==> config.mk <==
export PLATFORM = sky130hd
export DESIGN_NAME = servo_pwm_multi
export DESIGN_NICKNAME = d
export VERILOG_FILES = /design/src/rtl/servo_pwm_multi.sv
export SDC_FILE = /design/constraint.sdc
export NUM_CORES = 1
export LEC_CHECK = 0
export ABC_AREA = 1
export CORE_ASPECT_RATIO = 0.75
export CORE_MARGIN = 5
export CORE_UTILIZATION = 40
export DETAILED_ROUTE_END_ITERATION = 8
export SYNTH_ARGS = -nofsm -noshare
export SYNTH_HDL_FRONTEND = slang
export SYNTH_SLANG_ARGS = --single-unit
export TNS_END_PERCENT = 30
==> constraint.sdc <==
create_clock -name clk -period 9.01 [get_ports clk]
set_input_delay 1.802 -clock clk [delete_from_list [all_inputs] [get_ports clk]]
set_output_delay 1.802 -clock clk [all_outputs]
set_load 0.005 [all_outputs]
==> src/rtl/servo_pwm_multi.sv <==
// rtl/servo_pwm_multi.sv - multi-channel servo PWM generator
// Samples pass hysteresis, moving average and clamped scaling into a shadow width loaded at period start.
module servo_pwm_multi #(
  parameter int CHANNELS      = 2,
  parameter int ANGLE_W       = 8,
  parameter int PERIOD_CYCLES = 1_000_000,
  parameter int CENTER        = 75_000,
  parameter int MIN_PULSE     = 25_000,
  parameter int MAX_PULSE     = 125_000,
  parameter int STEP          = 390,
  parameter int AVG_LOG2      = 4,
  parameter int HYST          = 1,
  localparam int CW = (CHANNELS > 1) ? $clog2(CHANNELS) : 1
) (
  input  logic                clk,
  input  logic                rst,
  input  logic                in_valid,
  output logic                in_ready,
  input  logic [CW-1:0]       in_chan,
  input  logic [ANGLE_W-1:0]  in_mag,
  input  logic                in_neg,
  input  logic [CHANNELS-1:0] chan_en,
  output logic [CHANNELS-1:0] pwm_out,
  output logic                period_start,
  output logic                err_chan
);
  localparam int AW    = ANGLE_W + 1;
  localparam int SW    = AW + AVG_LOG2;
  localparam int DEPTH = 1 << AVG_LOG2;
  localparam int TMAX  = (PERIOD_CYCLES > MAX_PULSE + 1) ? PERIOD_CYCLES : MAX_PULSE + 1;
  localparam int TW    = $clog2(TMAX);

  typedef enum logic [1:0] {IDLE, UPD, SCALE} state_t;
  state_t state_q, state_d;

  logic [CW-1:0]        chan_q;
  logic signed [AW-1:0] ang_q;
  logic                 err_q;
  logic signed [AW-1:0] filt_q   [CHANNELS];
  logic signed [AW-1:0] hist_q   [CHANNELS][DEPTH];
  logic signed [SW-1:0] sum_q    [CHANNELS];
  logic [TW-1:0]        shadow_q [CHANNELS];
  logic [TW-1:0]        active_q [CHANNELS];
  logic [TW-1:0]        counter_q;
  logic [CHANNELS-1:0]  pwm_q;
  logic                 pstart_q;

  logic                 accept;
  logic                 chan_ok;
  logic [CW-1:0]        idx;
  logic signed [AW:0]   diff;
  logic [AW:0]          diff_mag;
  logic signed [AW-1:0] filt_new;
  logic signed [SW-1:0] sum_new;
  logic signed [SW-1:0] avg;
  logic signed [31:0]   pulse;
  logic [TW-1:0]        pulse_clamped;

  always_comb begin
    state_d  = state_q;
    in_ready = 1'b0;
    accept   = 1'b0;
    case (state_q)
      IDLE: begin
        in_ready = 1'b1;
        accept   = in_valid;
        if (in_valid) state_d = UPD;
      end
      UPD:     state_d = SCALE;
      SCALE:   state_d = IDLE;
      default: state_d = IDLE;
    endcase
  end

  // Out-of-range samples still walk the FSM but are steered to channel 0 with writes gated off.
  assign chan_ok = int'(chan_q) < CHANNELS;
  assign idx     = chan_ok ? chan_q : '0;

  always_comb begin
    diff     = {ang_q[AW-1], ang_q} - {filt_q[idx][AW-1], filt_q[idx]};
    diff_mag = diff[AW] ? -diff : diff;
    filt_new = (int'(diff_mag) > HYST) ? ang_q : filt_q[idx];
    sum_new  = sum_q[idx] + SW'(filt_new) - SW'(hist_q[idx][DEPTH-1]);
    avg      = sum_q[idx] >>> AVG_LOG2;
    pulse    = CENTER + 32'(avg) * STEP;
    if (pulse < MIN_PULSE)      pulse_clamped = TW'(MIN_PULSE);
    else if (pulse > MAX_PULSE) pulse_clamped = TW'(MAX_PULSE);
    else                        pulse_clamped = pulse[TW-1:0];
  end

  always_ff @(posedge clk) begin
    if (rst) begin
      state_q   <= IDLE;
      chan_q    <= '0;
      ang_q     <= '0;
      err_q     <= 1'b0;
      counter_q <= '0;
      pwm_q     <= '0;
      pstart_q  <= 1'b0;
      for (int c = 0; c < CHANNELS; c++) begin
        filt_q[c]   <= '0;
        sum_q[c]    <= '0;
        shadow_q[c] <= TW'(CENTER);
        active_q[c] <= TW'(CENTER);
        for (int k = 0; k < DEPTH; k++) hist_q[c][k] <= '0;
      end
    end else begin
      state_q <= state_d;
      err_q   <= accept && (int'(in_chan) >= CHANNELS);
      if (accept) begin
        chan_q <= in_chan;
        ang_q  <= in_neg ? -$signed({1'b0, in_mag}) : $signed({1'b0, in_mag});
      end
      if (state_q == UPD && chan_ok) begin
        filt_q[idx]    <= filt_new;
        sum_q[idx]     <= sum_new;
        hist_q[idx][0] <= filt_new;
        for (int k = 1; k < DEPTH; k++) hist_q[idx][k] <= hist_q[idx][k-1];
      end
      if (state_q == SCALE && chan_ok) shadow_q[idx] <= pulse_clamped;

      counter_q <= (counter_q == TW'(PERIOD_CYCLES - 1)) ? '0 : counter_q + 1'b1;
      pstart_q  <= (counter_q == '0);
      // At counter 0 compare against the width being loaded so the first cycle uses the new period's value.
      for (int c = 0; c < CHANNELS; c++) begin
        if (counter_q == '0) active_q[c] <= shadow_q[c];
        pwm_q[c] <= chan_en[c] && (counter_q < ((counter_q == '0) ? shadow_q[c] : active_q[c]));
      end
    end
  end

  assign pwm_out      = pwm_q;
  assign period_start = pstart_q;
  assign err_chan     = err_q;
endmodule
==> metrics list, run 1 <==
- After clock tree synthesis, the repair step resized 0 gates.
* PnR Total Power: 6850 uW
- Share of layout cells above drive strength 1: 5.54%
* Y dimension of the die: 216 um
- On the worst path, the slowest cell contributes a delay of 540 ps.
- Post-route DRC: 0
- For this design, the CTS-stage hold fixing added 0 buffers.
- Clock-pin slew was measured on the worst setup and hold paths at 60 ps.
* Total clock buffers created by CTS: 45
- Via count of the routed design: 15,500
- In this run the tightest slew margin relative to its limit is 33.2%.
- Final weighted congestion in routability-driven placement: 0.874
- Cell with the largest stage delay on the worst path: sky130_fd_sc_hd__inv_4
* Final Hold Fails: 0
* Asr flop ratio synth: 0%
- After the first detailed-routing iteration, the DRC count stood at 987.
* Placed wire-length estimate: 29.1 mm
- Sum of negative setup slack: 0 ps
* Synthesized area per cell: 9.49 um^2
- Tmin final: 6740 ps
- Counting every sink on the clock net gives 444.
- sky130_fd_sc_hd__nand2_1 is the most common cell in the netlist.
* Combinational cell fraction of total power: 37.3%
- The total count of max-transition violations in the final report is 0.
* Internal Pwr Total: 4250 uW
- The first global-routing pass estimated 75.7 mm of wire.
* WL/cell: 14.7 um
- In this run, distinct cell masters in the synthesized netlist total 45.
- The critical path is of the flip-flop to flip-flop type.
- The synthesized design contains 444 register bits.
- In this run the cell area of the synthesized design comes to 22,700 um^2.
- For this run, the post-layout net count is 2,530.
- In this design, the critical path's most frequently occurring cell is sky130_fd_sc_hd__nand2_1.
- After detailed routing, the total wire length is 46.3 mm.
- Antenna violation net count after detailed routing: 0
- Antenna violations before repair: 0
- Buffer cell driving the clock tree root: sky130_fd_sc_hd__clkbuf_16
* MaxCap Viol Count: 0
- Net switching is 37.9% of the power.
* Post-route clock skew: 26.9 ps
- Of all cell types, the one taking the most synthesized area is sky130_fd_sc_hd__edfxtp_1.
- In the finished design, the share of the clock period the worst path needs comes to 74.8%.
* Instance count of the mapped netlist: 2,387
* Setup repair after global routing missed its margin: false
* Clock share of power: 27.4%
- Crit path capture type: flip-flop
- For the pin with the worst max-slew slack, the measured transition is 1000 ps.
- Once the floorplan was initialized, standard cells occupied 40.4% of the core.
- In this run the number of H-tree levels came out at 2.
- The via count of the first global-routing pass is 15,100.
- Clock latency at the later pin of the worst-skew pair: 590 ps
- In this run the worst hold path is classified as flip-flop to flip-flop.
- DR vias/cell: 4.93
- Switch Pwr: 2600 uW
- All-Layer GR Usage: 14.8%
- For this run, the detailed router's first-pass iteration total came to 5.
- The clock passes through at most 3 buffers.
* LEAKAGE: 0.0102 uW
- In this run, flip-flops and latches consume 35.3% of the power.
- The die covers 61,600 um^2.
- Setup Buffers After CTS: 0
* Cell type group with the largest total delay on the critical path: adder cells
* Number of diodes: 0
- The synthesized design contains 408 enable-type register cells.
- Relative area change from synthesis to final layout: 10.7%
- Final Setup Violations: 0
* Yosys warns: 0
- Areal power density over the cells: 273 nW/um^2
- Count of buffers inserted at the top-level ports: 18
- Counting both buffers and inverters, the worst setup path holds a total of 4.
- Row count: 75
* Kind of start point of the critical path: flip-flop
- The run finished with clean final reports.
- The region available for standard cell placement spans 56,000 um^2.
* Share of synthesized area occupied by flip-flops and latches: 57.3%
- Top_reg_cell synth: sky130_fd_sc_hd__edfxtp_1
- I/O pins: 20
* Arrival time of the worst setup path: 7060 ps
* Clock tree from TritonCTS: built
- Maximum number of pins on one net before global-route repair: 91
- Gr ovfl total: 0
- Most numerous cell types in the synthesized netlist: sky130_fd_sc_hd__nand2_1, sky130_fd_sc_hd__edfxtp_1, sky130_fd_sc_hd__inv_1
- Top area cells in the synthesized netlist: sky130_fd_sc_hd__edfxtp_1, sky130_fd_sc_hd__nand2_1, sky130_fd_sc_hd__ha_1
- Timing would allow up to 148 MHz.
- Floorplan die width: 285 um
- Share of the synthesized area in the top cell type: 54.1%
- Peak supply drop: 0.170 mV
- Data required time of the worst path: 9330 ps
- Of all nets on the critical path, the largest fanout is 61.
-- per-stage QoR --
step	util [%]	hold slack, ps	setup slack, ps	instances	instance area [um^2]
2_1_floorplan	-	430	2270	2393	22700
3_3_place_gp	42.1	444	2660	3068	23600
3_5_place_dp	42.1	455	2410	3068	23600
4_1_cts	44.8	469	2380	3149	25100
5_1_grt	44.8	489	1690	3149	25100
6_report	44.8	470	2270	3149	25100
-- placed cells by master, fill, tap and decap left out, types with 3 or more instances in the layout --
cell type                         count
sky130_fd_sc_hd__xnor2_1             12
sky130_fd_sc_hd__ha_1               106
sky130_fd_sc_hd__nand3_1             92
sky130_fd_sc_hd__fa_1                25
sky130_fd_sc_hd__nor2_2               3
sky130_fd_sc_hd__conb_1               7
sky130_fd_sc_hd__nand2_1            533
sky130_fd_sc_hd__buf_4               16
sky130_fd_sc_hd__a21oi_1            204
sky130_fd_sc_hd__xor2_1              21
sky130_fd_sc_hd__inv_2                4
sky130_fd_sc_hd__inv_1              345
sky130_fd_sc_hd__dfxtp_1             34
sky130_fd_sc_hd__nand3_2              9
sky130_fd_sc_hd__clkdlybuf4s50_1     18
sky130_fd_sc_hd__bufinv_16            5
sky130_fd_sc_hd__edfxtp_1           408
sky130_fd_sc_hd__or2_2                8
sky130_fd_sc_hd__mux2i_1             16
sky130_fd_sc_hd__o21ai_1              4
sky130_fd_sc_hd__nor3_1              22
sky130_fd_sc_hd__o211ai_1             3
sky130_fd_sc_hd__clkinv_1            11
sky130_fd_sc_hd__nand2_4              3
sky130_fd_sc_hd__o21ai_0             41
sky130_fd_sc_hd__a211oi_1             7
sky130_fd_sc_hd__nand2_2             14
sky130_fd_sc_hd__clkbuf_16           45
sky130_fd_sc_hd__o221ai_1             3
sky130_fd_sc_hd__nor3b_1              3
sky130_fd_sc_hd__nor2_1             331
sky130_fd_sc_hd__nand4_1             19
sky130_fd_sc_hd__clkinv_2            12
sky130_fd_sc_hd__o21bai_1             4
sky130_fd_sc_hd__clkbuf_1             4
-- layer usage --
layer	vias up	wire (um)	GRT usage, %
met5	-	0	0
met4	0	834	3.60
met3	67	1880	2.43
met2	256	21200	24.3
met1	7426	22300	20.7
li1	7790	-	-
-- state kept, by name (all words and copies together), names as in the netlist, named ones only --
| signal | count |
|---|---|
| sum_q | 26 |
| active_q | 38 |
| counter_q | 20 |
| state_q | 2 |
| period_start | 1 |
| chan_q | 1 |
| shadow_q | 38 |
| hist_q | 288 |
| ang_q | 9 |
| filt_q | 18 |
| pwm_out | 2 |
-- path summary, 6_finish.rpt --
kind         slack [ps]                         end                    start  depth (start not counted)
max                2270  sum_q[1][12]$_SDFFCE_PN0P_                flip-flop                         31
min                 470     counter_q[0]$_SDFF_PP0_  counter_q[0]$_SDFF_PP0_                          1
max reg2reg        2270  sum_q[1][12]$_SDFFCE_PN0P_                flip-flop                         31
min reg2reg         470     counter_q[0]$_SDFF_PP0_  counter_q[0]$_SDFF_PP0_                          1
-- cell type report --
cell class                 instances  area (um^2)
multi-input combinational       1504         8050
inverter                         353         1330
timing repair buffer              36          340
fill                            5251        30900
clock buffer                      49         1140
tap                              731          915
clock inverter                    32          337
sequential                       444        13000
-- power groups by stage --
stage	clock, uW	combinational, uW	sequential (uW)
global placement	0	2480	2460
CTS	1930	2550	2420
floorplan	0	2000	2450
detailed placement	0	2530	2460
global route	2020	2910	2430
finish	1880	2550	2420
-- cells by family (layout without fill, tap and decap cells) --
kind of cell    Yosys count  after routing  share of synthesized area, %
compound gates          277            277                          6.53
other cells               1              7                        0.0165
flops                   444            444                          57.3
buf+inv                 445            470                          7.44
simple gates           1040           1040                          18.7
mux                      16             16                         0.707
xor+xnor                 33             33                          1.28
fa+ha+maj               131            131                          8.06
(Power assumes the default switching activity.)
==> run 2, diff against run 1 <==
Clock period 9.01 ns to 6.2 ns, I/O delays scaled along.
==> run 2 against run 1 <==
Utilization increased by 0.31 points. Sequential cell count unchanged. Clock power increased by 44%. Largest cell class unchanged. Largest power group unchanged.
==> metrics list, run 2 (synthesis results as in run 1) <==
- The final non-filler cell area was 25,300 um^2 (+0.70%).
- Antenna violations before repair: 0 (unchanged)
- The core outline area was 56,000 um^2 (unchanged).
- Initial Utilization: 40.4% (unchanged)
- The CTS clock-pin slew for the worst setup and hold paths is 70 ps (about the same).
- The site row count came to 75 (unchanged).
- The worst setup path is captured at a flip-flop.
* Max FFs per register: 288 (unchanged)
- The worst-case vdd ir drop is 0.318 mV (+87%).
- First-pass GRT wire length: 77.1 mm (+1.8%)
* Number of search-and-repair iterations in the first detailed-routing pass: 7 (+2)
- Final weighted congestion in routability-driven placement: 0.887 (+1.4%)
* Areal power density over the cells: 401 nW/um^2 (+47%)
* Count of buffering cells on the critical path with inverters included: 6 (+2)
* Via count of the routed design: 15,600 (+0.26%)
- Worst-Margin Slew: 1110 ps (+111 ps)
- The clock buffer count from CTS was 45 (unchanged).
* Gr ovfl total: 0 (unchanged)
- The worst setup path is of the flip-flop to flip-flop kind.
- Count of buffers inserted at the top-level ports: 18 (unchanged)
- Among all stages on the critical path, the largest delay is contributed by sky130_fd_sc_hd__fa_1.
* Filler Cell Count: 5,268 (+0.32%)
- The total of endpoints with negative setup slack in the final report was 0 (unchanged).
* DR vias/cell: 4.92 (-0.31%)
* Tmin final: 5760 ps (-979 ps)
* Clock Sinks: 444 (unchanged)
* Slowest cell delay on critical path: 460 ps (-80 ps)
- TritonCTS built the clock tree.
- All-Layer GR Usage: 15.0% (+0.22 points)
* Floorplan die width: 285 um (unchanged)
- Final Hold Fails: 0 (unchanged)
* Relative area change from synthesis to final layout: 11.5%
- Y dimension of the die: 216 um (unchanged)
* Final number of max-transition violations: 0 (unchanged)
- In the layout the commonest cells are sky130_fd_sc_hd__nand2_1, sky130_fd_sc_hd__edfxtp_1, sky130_fd_sc_hd__inv_1.
- The I/O pin count is 20 (unchanged).
- The arrival time of data at the critical path endpoint is 6090 ps (-970 ps).
- Cell type group with the largest total delay on the critical path: adder cells
- The maximum buffer depth of the clock tree is 3 (unchanged).
* Result of the run: completed
- Fin nets: 2,547 (+0.67%)
- The instance area at placement was 23,700 um^2 (+0.49%).
- CTS placed an instance of sky130_fd_sc_hd__clkbuf_16 at the clock tree root.
- The maximum fanout along the worst path came to 6 (-90%).
* Post-route DRC: 0 (unchanged)
* Worst slack after detailed placement: 219 ps (-2190 ps)
- Post-route clock period utilization: 92.9% (+18 points)
- The fraction of layout cells with a size suffix above 1 came to 6.16% (+0.62 points).
- Most common library cell in the layout ignoring fill and taps: sky130_fd_sc_hd__nand2_1
- Number of buffers inserted by hold repair at cts: 0 (unchanged)
* Die area: 61,600 um^2 (unchanged)
* Register with the most flip-flops: hist_q
- Via count of the first global-routing pass: 15,000 (-0.68%)
* Number of DRC violations after detailed-routing iteration 0: 1,039 (+5.3%)
* Maximum number of pins on one net before global-route repair: 97 (+6.6%)
* Headroom to the max-slew limit: 25.8% (-7.4 points)
- The insertion delay to the later sink of the worst-skew pair is 590 ps (about the same).
- The final wirelength was 46.8 mm (+1.0%).
* Worst Hold Class: flip-flop to flip-flop
* Placed wire-length estimate: 29.9 mm (+3.0%)
- STA classifies the critical path startpoint as a flip-flop.
- The least setup slack across all paths after layout was 442 ps (-1830 ps).
* Number of diodes: 0 (unchanged)
* Antenna violation net count after detailed routing: 0 (unchanged)
- In the final layout, the registers with the most flip-flops are hist_q: 288 flops, active_q: 38 flops, shadow_q: 38 flops.
* MaxCap Viol Count: 0 (unchanged)
- Final hold slack: 474 ps (+4.17 ps)
* H-Tree Depth: 2 (unchanged)
* Maximum clock rate: 174 MHz (+17%)
- The worst clock skew on the final layout came to 42.7 ps (+15.9 ps).
* WL/cell: 14.8 um (+0.47%)
* LEAKAGE: 0.0102 uW (+0.83%)
- The data required time at the worst endpoint came to 6530 ps (-2800 ps).
run 2: cell types whose count changed in the layout (fill, tap and decap cells not counted), sizes merged:
cell,delta
buf,+17
clkbuf,+7
clkinv,-2
clkinvlp,-2
bufinv,-1
inv,-1
run 2: path summary, 6_finish.rpt:
check / slack, ps / startpoint / cells after the start / endpoint
worst min-delay path: 470 / counter_q[0]$_SDFF_PP0_ / 1 / counter_q[0]$_SDFF_PP0_
worst max-delay path: 440 / flip-flop / 32 / sum_q[0][11]$_SDFFCE_PN0P_
worst max register to register: 440 / flip-flop / 32 / sum_q[0][11]$_SDFFCE_PN0P_
worst min register to register: 470 / counter_q[0]$_SDFF_PP0_ / 1 / counter_q[0]$_SDFF_PP0_
run 2: worst reg2reg max path: cells and delay by family (launching register included):
kind | cells | cell delay, ps
xor gates and xnor gates | 1 | 220
and+or+nand+nor | 11 | 1250
DFF | 1 | 370
AOI/OAI and AO/OA | 9 | 1490
buffers and inverters | 6 | 560
adders and majority gates | 5 | 1660
run 2: layer usage:
| metal | part of all wire, % | routed length [um] | up-vias | track usage (%) |
|---|---|---|---|---|
| li1 | - | - | 7813 | - |
| met1 | 50 | 23500 | 7434 | 22.3 |
| met4 | 1.8 | 837 | 0 | 3.67 |
| met5 | 0 | 0 | - | 0 |
| met2 | 44 | 20600 | 266 | 23.3 |
| met3 | 3.9 | 1810 | 66 | 2.29 |
run 2: where the power goes:
group          internal [uW]  leakage, uW  switching, uW
registers               3450      0.00444           53.1
clock network           1520     0.000706           1180
logic                   1250      0.00510           2670
total                   6220       0.0102           3900
run 2: timing repair:
action | in CTS | in global routing
gates resized for setup | 0 | 10
buffers inserted | 0 | 5
setup endpoints to repair | 0 | 9
run 2: per-stage QoR:
| stage | TNS, ps | util [%] | total power, uW | std cells |
|---|---|---|---|---|
| finish | 0 | 45.1 | 10100 | 3167 |
| global route | -0.443 | 45.1 | 10900 | 3167 |
| CTS | 0 | 45.0 | 10100 | 3162 |
| detailed placement | 0 | 42.3 | 7400 | 3080 |
| global placement | 0 | 42.3 | 7340 | 3080 |
| floorplan | 0 | - | 6480 | 2393 |
run 2: final cells by class:
cell class | instances | area (um^2) | area share, %
inverter | 353 | 1330 | 5.26
multi-input combinational | 1504 | 8070 | 31.9
sequential | 444 | 13000 | 51.4
timing repair buffer | 53 | 505 | 2.00
clock buffer | 56 | 1170 | 4.62
clock inverter | 26 | 297 | 1.17
tap | 731 | 915 | 3.62
